File: config.mk
export PLATFORM = sky130hd
export DESIGN_NAME = conv_tx_framer
export DESIGN_NICKNAME = d
export VERILOG_FILES = /design/src/rtl/conv_pkg.sv /design/src/rtl/conv_tx_framer_core.sv /design/src/rtl/conv_tx_framer.sv
export SDC_FILE = /design/constraint.sdc
export NUM_CORES = 1
export LEC_CHECK = 0
export CAP_MARGIN = 5
export CORE_MARGIN = 2
export CORE_UTILIZATION = 45
export CTS_CLUSTER_SIZE = 20
export DETAILED_ROUTE_END_ITERATION = 8
export HOLD_SLACK_MARGIN = 0.03
export PLACE_DENSITY = 0.68
export SYNTH_ARGS = -nofsm -noshare
export SYNTH_HDL_FRONTEND = slang
export SYNTH_SLANG_ARGS = --single-unit
File: constraint.sdc
create_clock -name clk -period 3.1 [get_ports clk]
set_clock_uncertainty 0.05 [all_clocks]
set_input_delay 0.62 -clock clk [delete_from_list [all_inputs] [get_ports clk]]
set_output_delay 0.62 -clock clk [all_outputs]
set_load 0.05 [all_outputs]
File: src/rtl/conv_pkg.sv
// Shared definitions for the rate-1/2 convolutional encoder slice.
// Provides the framer state type, default code parameters and a reference
// symbol function usable by both the encoder and decoder-side models.
package conv_pkg;

  typedef enum logic [1:0] {
    IDLE,
    DATA,
    TAIL
  } conv_state_t;

  localparam int unsigned CONV_K         = 7;
  localparam logic [6:0]  CONV_G0        = 7'o171;
  localparam logic [6:0]  CONV_G1        = 7'o133;
  localparam int unsigned CONV_FRAME_LEN = 32;

  // Widest supported constraint length; the function operates on
  // zero-extended operands so one definition serves every K.
  localparam int unsigned CONV_KMAX = 9;

  // Code symbol {parity(g0 & v), parity(g1 & v)} with v = {d, sr}.
  // sr and the generators are right-aligned; d lands at bit k-1.
  function automatic logic [1:0] conv_symbol(
    input logic                 d,
    input logic [CONV_KMAX-2:0] sr,
    input logic [CONV_KMAX-1:0] g0,
    input logic [CONV_KMAX-1:0] g1,
    input int unsigned          k
  );
    logic [CONV_KMAX-1:0] v;
    v = {1'b0, sr} | (CONV_KMAX'(d) << (k - 1));
    return {^(g0 & v), ^(g1 & v)};
  endfunction

endpackage

File: src/rtl/conv_tx_framer_core.sv
// Encoder core: K-1 bit shift register plus the generator parity pair.
// Ports:
//   clk, rst  - clock, asynchronous active-low reset (clears sr)
//   step      - shift bit_in into the register this cycle
//   bit_in    - bit being encoded this cycle
//   sr        - register contents, sr[K-2] newest, sr[0] oldest
//   sym       - combinational symbol for bit_in against current sr
module conv_core
  import conv_pkg::*;
#(
  parameter int unsigned    K  = CONV_K,
  parameter logic [K-1:0]   G0 = K'(CONV_G0),
  parameter logic [K-1:0]   G1 = K'(CONV_G1)
) (
  input  logic         clk,
  input  logic         rst,
  input  logic         step,
  input  logic         bit_in,
  output logic [K-2:0] sr,
  output logic [1:0]   sym
);

  always_ff @(posedge clk or negedge rst) begin
    if (!rst) begin
      sr <= '0;
    end else if (step) begin
      sr <= {bit_in, sr[K-2:1]};
    end
  end

  always_comb begin
    sym = conv_symbol(bit_in, (CONV_KMAX-1)'(sr), CONV_KMAX'(G0),
                      CONV_KMAX'(G1), K);
  end

endmodule

File: src/rtl/conv_tx_framer.sv
// Transmit framer: rate-1/2 convolutional encoder with FRAME_LEN data bits
// per frame followed by K-1 zero tail bits that return the trellis to 0.
// Supported K range is 3..9.
// Ports:
//   clk, rst     - clock, asynchronous active-low reset
//   enable_i     - information bit offered this cycle
//   d_in         - information bit
//   ready_o      - block accepts d_in this cycle (low during tail)
//   valid_o      - d_out holds a symbol
//   d_out        - {parity(G0&v), parity(G1&v)}, v = {d, sr}
//   sof_o, eof_o - first data symbol / last tail symbol of a frame
//   frame_cnt_o  - completed frame count, wraps
module conv_tx_framer
  import conv_pkg::*;
#(
  parameter int unsigned  K         = CONV_K,
  parameter logic [K-1:0] G0        = K'(CONV_G0),
  parameter logic [K-1:0] G1        = K'(CONV_G1),
  parameter int unsigned  FRAME_LEN = CONV_FRAME_LEN
) (
  input  logic       clk,
  input  logic       rst,
  input  logic       enable_i,
  input  logic       d_in,
  output logic       ready_o,
  output logic       valid_o,
  output logic [1:0] d_out,
  output logic       sof_o,
  output logic       eof_o,
  output logic [7:0] frame_cnt_o
);

  localparam int unsigned BW = $clog2(FRAME_LEN + 1);
  localparam int unsigned TW = $clog2(K);
  localparam logic [BW-1:0] LAST_BIT  = BW'(FRAME_LEN - 1);
  localparam logic [TW-1:0] LAST_TAIL = TW'(K - 2);

  conv_state_t   state, state_n;
  logic [BW-1:0] bit_cnt, bit_cnt_n;
  logic [TW-1:0] tail_cnt, tail_cnt_n;
  logic [7:0]    frame_cnt_n;
  logic          valid_n, sof_n, eof_n;
  logic [1:0]    d_out_n;
  logic          step, core_bit, accept;
  logic [1:0]    sym;
  logic [K-2:0]  sr;

  conv_core #(
    .K  (K),
    .G0 (G0),
    .G1 (G1)
  ) u_core (
    .clk    (clk),
    .rst    (rst),
    .step   (step),
    .bit_in (core_bit),
    .sr     (sr),
    .sym    (sym)
  );

  assign ready_o = (state != TAIL);
  assign accept  = enable_i && ready_o;

  always_comb begin
    state_n     = state;
    bit_cnt_n   = bit_cnt;
    tail_cnt_n  = tail_cnt;
    frame_cnt_n = frame_cnt_o;
    valid_n     = 1'b0;
    sof_n       = 1'b0;
    eof_n       = 1'b0;
    d_out_n     = '0;
    step        = 1'b0;
    core_bit    = 1'b0;

    unique case (state)
      IDLE: begin
        if (accept) begin
          step     = 1'b1;
          core_bit = d_in;
          valid_n  = 1'b1;
          sof_n    = 1'b1;
          d_out_n  = sym;
          if (FRAME_LEN == 1) begin
            state_n    = TAIL;
            tail_cnt_n = '0;
          end else begin
            state_n   = DATA;
            bit_cnt_n = BW'(1);
          end
        end
      end
      DATA: begin
        if (accept) begin
          step     = 1'b1;
          core_bit = d_in;
          valid_n  = 1'b1;
          d_out_n  = sym;
          if (bit_cnt == LAST_BIT) begin
            state_n    = TAIL;
            bit_cnt_n  = '0;
            tail_cnt_n = '0;
          end else begin
            bit_cnt_n = bit_cnt + BW'(1);
          end
        end
      end
      TAIL: begin
        // Zero is shifted in every cycle regardless of enable_i.
        step    = 1'b1;
        valid_n = 1'b1;
        d_out_n = sym;
        if (tail_cnt == LAST_TAIL) begin
          eof_n       = 1'b1;
          frame_cnt_n = frame_cnt_o + 8'd1;
          tail_cnt_n  = '0;
          state_n     = IDLE;
        end else begin
          tail_cnt_n = tail_cnt + TW'(1);
        end
      end
      default: state_n = IDLE;
    endcase
  end

  always_ff @(posedge clk or negedge rst) begin
    if (!rst) begin
      state       <= IDLE;
      bit_cnt     <= '0;
      tail_cnt    <= '0;
      frame_cnt_o <= '0;
      valid_o     <= 1'b0;
      d_out       <= '0;
      sof_o       <= 1'b0;
      eof_o       <= 1'b0;
    end else begin
      state       <= state_n;
      bit_cnt     <= bit_cnt_n;
      tail_cnt    <= tail_cnt_n;
      frame_cnt_o <= frame_cnt_n;
      valid_o     <= valid_n;
      d_out       <= d_out_n;
      sof_o       <= sof_n;
      eof_o       <= eof_n;
    end
  end

endmodule

# Yosys cells after proc, flatten, opt, wreduce, memory -nomap -nowiden
# Cells that the tools add are included.
# W data, S select, Z words.
word_totals:
  ff_bits: 30
  inputBits: 4
  out_inout_bits: 14
classes:
  n_addsub: 3
  eq_ne: 9
  mux: 22
  bitwise: 1
  n_reduce_logical: 11
ops:
  columns: ["op", "n"]
  rows:
  - ["$mux W6", 3]
  - ["$reduce_xor A9 Y1", 2]
  - ["$pmux W6 S2", 1]
  - ["$mux W2", 5]
  - ["$ne A2 B2 Y1 const B", 5]
  - ["$mux W3", 3]
  - ["$add A8 B1 Y8 const B", 1]
  - ["$or A6 B7 Y7", 1]
  - ["$add A6 B1 Y6 const B", 1]
  - ["$eq A6 B5 Y1 const B", 1]
  - ["$mux W1", 6]
  - ["$pmux W2 S3", 1]
  - ["$pmux W3 S2", 1]
  - ["$reduce_and A3 Y1", 2]
  - ["$pmux W2 S2", 1]
  - ["$reduce_and A4 Y1", 1]
  - ["$reduce_bool A2 Y1", 2]
  - ["$add A3 B1 Y3 const B", 1]
  - ["$eq A3 B3 Y1 const B", 1]
  - ["$eq A2 B1 Y1 const B", 1]
  - ["$eq A2 B2 Y1 const B", 1]
  - ["$logic_not A2 Y1", 1]
  - ["$pmux W1 S2", 1]
  - ["$reduce_and A2 Y1", 1]
  - ["2 further kinds", 2]

# Depth between registers and ports, before layout
logic_depth:
  word_depth: 8
  depth_mapped: 6
  ltp_nobuf: 5

# Modules after synthesis
# Synthesis repeated with hierarchy kept, for this count alone.
unflattened:
  cells_unflattened: 124
  area_unflattened_um2: 1445.1
modules_own_cells:
  columns: ["mod", "instances", "cells_each", "area_per_inst_um2", "seq_area_each_um2"]
  rows:
  - ["conv_tx_framer", 1, 103, 1149.9, 600.6]
  - ["conv_core", 1, 21, 295.3, 150.1]

# Worst setup path after synthesis
# Ideal clock, no wire load.
synth_path:
  kind: "input -> register"
  startpoint: "input enable_i"
  endpoint: "register bit_cnt[5]"
  setup_time_ns: 0.104
  arrival_time_ns: 1.552
  required_time_ns: 2.946
  setup_slack_ns: 1.394
  path_stages: 5
  n_path_buf: 2
  path_cell_list: "buf_6 nand2b_4 buf_6 or4b_1 o311ai_1"
synth_via:
  elab_chain_len: 3
  elab_cells_between_ends: 4
  classes_between: "eq/ne: 2; reduce/logical: 2"
synth_rtl:
  columns: ["item", "line_no", "source"]
  rows:
  - ["start: declaration", "conv_tx_framer.sv:23", "input logic enable_i,"]
  - ["$logic_and A1 B1 Y1 *", "conv_tx_framer.sv:62", "assign accept = enable_i && ready_o;"]
  - ["$ne A2 B2 Y1 (no line)", null, null]
  - ["$reduce_and A3 Y1 (no line) *", null, null]
  - ["end signal: assignment", "conv_tx_framer.sv:138", "bit_cnt <= bit_cnt_n;"]
  - ["end: declaration", "conv_tx_framer.sv:39", "logic [BW-1:0] bit_cnt, bit_cnt_n;"]
# Every way passes the cells marked *; elsewhere a longest branch is shown, timed or not.
# A chain may end at the register's enable or synchronous reset.

# Worst setup path after layout
layout_path:
  startpoint: "register state[1]"
  endpoint: "output ready_o"
layout_via:
  elab_chain_len: 1
layout_rtl:
  columns: ["item", "line_no", "source"]
  rows:
  - ["start: declaration", "conv_tx_framer.sv:38", "conv_state_t state, state_n;"]
  - ["start signal: assignment", "conv_tx_framer.sv:137", "state <= state_n;"]
  - ["$ne A2 B2 Y1", "conv_tx_framer.sv:61", "assign ready_o = (state != TAIL);"]
  - ["end: declaration", "conv_tx_framer.sv:25", "output logic ready_o,"]
# Every way passes these cells.

==> impl_results.md <==
- Share of layout cells above drive strength 1: between 10% and 20%
- Antenna-violating nets left: 0
- Total track usage: between 10% and 20%
- Fin crit period: about 2700 ps
- IO buf count: 17
- Leading cell types in the layout, fill and taps excluded: 30 x dfrtp_1, 17 x clkdlybuf4s50_1, 12 x nand2_1
- Hold Crit Class: reg2reg
- Critical path class: reg2out
- WL/cell: approximately 14 um
- Achievable Freq: 373 MHz
- Largest net degree at the start of global routing: 31
- Hold Vio Cnt, Final: 0
- Core Footprint: approximately 3000 um^2
- Final HPWL DP: 1750 um
- Sequential area share after synthesis: 52.7%
- Clk Latency, worst-skew pair: between 300 and 400 ps
- Grt total ovfl: 0
- Number of DRC markers in iteration 0: 49
- Die width: approximately 60 um
- Worst ir drop on vdd: around 470 uV
- Area delta synth->final: 18.7%
- Synth warnings: 0
- Clock Path Buffers: 2
- Top-Level Pins: 18
- Min-delay src: frame_cnt_o[7]$_DFFE_PN0P_
- Initial Util: between 40 and 50%
- Router iterations before antenna repair: 4
- Worst EP arrival: ~2000 ps
- Vias per cell: about 5.3
- CTS H-tree depth: 2
- Reg2Reg Depth: 4
- Post-CTS Resized: 0
- Non-filler cells, final: between 150 and 200
- RSZ-0062 raised after global routing: no
- Reg-to-Reg End: tail_cnt[2]$_DFFE_PN0P_
- Post-route clock period utilization: slightly below 90%
- Number of CTS-inserted buffers: 5
- Final GP Congestion: 0.774
- First-pass GRT wire length: 4640 um
- Worst Hold End: frame_cnt_o[7]$_DFFE_PN0P_
- Via count: 1004
- Root Buffer Master: clkbuf_4
- Post-synthesis cell type count: 37
- Clock sink count: 30
- Final setup TNS: 0 ps
- Hold Path Depth: 1
- Yosys reg bits: 30
- Initial antenna violation count: 0
- Clk pin slew, worst setup/hold paths: roughly 90 ps
- Layout Nets: 152
- Leakage: between 0.7 and 0.8 nW
- Mapped Nets: 130
- Async SR Flop Fraction: between 90% and 100%
- Die height: roughly 60 um
- Most common cell after layout, fill and taps aside: dfrtp_1
- Slew of the pin with the lowest slew margin: approximately 580 ps
- Pwr dens: between 700 and 800 nW/um^2
- RR Startpoint: bit_cnt[0]$_DFFE_PN0P_
- Status: finished, final reports clean
- Mapped Avg Cell Area: 11.5 um^2
- FF-to-FF setup slack: 1380 ps
- Postcts setup bufs: 0
- Ant. Diodes: 0
- Crit. End Element: primary output
- WL final: between 2000 and 3000 um
- Mapped cell area: 1430 um^2
- Row cnt: 20
- CTS tree: yes
- Final setup fails: 0
- Vias in the first global route: 992
- Overall die area: 3630 um^2
- Area after DPL: between 1500 and 2000 um^2
- Ys flop type: dfrtp_1
- Max-slew violation count: 0
- Worst Path Required: approximately 2400 ps
- Max_cap viols: 0
- Hold Buf Count CTS: 0
- Residual DRC: 0
- Cells after Synth: 124
- Worst setup SP type: flop
- Design area: ~1700 um^2
- Worst Path Max Fanout: 11
- EDFF count, synth: 0
- Slew HR: approximately three fifths
- Placed cells: 183
==> worst max-delay path, stage by stage, from the launching register on <==
cell,delay (ps)
dfrtp_1,500
inv_2,160
nor2_2,60
inv_2,140
clkdlybuf4s50_1,830
==> worst max-delay path by stage <==
stage,endpoint,startpoint
final,ready_o,state[1]$_DFFE_PN0P_
after global routing,ready_o,state[1]$_DFFE_PN0P_
after CTS,ready_o,state[1]$_DFFE_PN0P_
after detailed placement,ready_o,state[1]$_DFFE_PN0P_
after global placement,ready_o,state[1]$_DFFE_PN0P_
after floorplan,bit_cnt[5]$_DFFE_PN0P_,enable_i
==> per-stage QoR <==
stage	hold slack (ps)	utilization [%]	total power [W]	worst slack (ps)
finish	432	55.9	0.00125	420
global route	468	55.9	0.00135	300
CTS	434	55.9	0.00127	399
detailed placement	414	53.9	0.00102	769
global placement	406	53.9	0.00100	803
floorplan	274	-	0.000915	1390
==> report_power, final <==
group | switching [W] | internal [W]
logic | 0.000208 | 0.000217
registers | 0.0000958 | 0.000488
clock network | 0.000134 | 0.000110
total | 0.000438 | 0.000816
==> synthesized netlist by cell type, types with 3 or more instances <==
| library cell | number | area share, % |
|---|---|---|
| a22o_1 | 3 | 1.8 |
| dfrtp_1 | 30 | 53 |
| mux2_2 | 8 | 6.3 |
| mux2i_1 | 5 | 3.5 |
| nand2_1 | 12 | 3.2 |
| nand3_1 | 7 | 2.5 |
| nor2_1 | 4 | 1.1 |
| nor3_1 | 4 | 1.4 |
| nor4_1 | 4 | 1.8 |
| o21ai_0 | 3 | 1.1 |
| xor2_1 | 7 | 4.3 |
==> cell type report <==
cell class / instances / area (um^2)
clock buffer: 7 / 55.1
clock inverter: 1 / 5.00
fill: 263 / 1340
inverter: 4 / 15.0
multi-input combinational: 86 / 626
sequential: 30 / 751
tap: 44 / 55.1
timing repair buffer: 19 / 185
==> logic make-up (layout without fill, tap and decap cells) <==
kind of cell	Yosys count	count (layout)	synth area share [%]
AOI/OAI and AO/OA	15	15	7.20
xor gates and xnor gates	10	10	7.11
adders and majority gates	2	2	1.76
buffers and inverters	8	31	3.42
DFF	30	30	52.7
muxes	13	13	9.83
and+or+nand+nor	46	46	18.0
==> metal layers <==
layer	vias up	GRT usage [%]	share of wire (%)	routed length (um)
met5	-	0	0	0
met2	29	26.6	46	1210
li1	490	-	-	-
met3	2	7.36	4.9	127
met1	483	23.1	48	1250
met4	0	7.62	0.61	16
==> state kept, by name, indices dropped and copies added (netlist names) <==
name / flops
tail_cnt: 3
u_core.sr: 6
sof_o: 1
frame_cnt_o: 8
bit_cnt: 6
d_out: 2
eof_o: 1
valid_o: 1
state: 2
(Power assumes the default switching activity.)
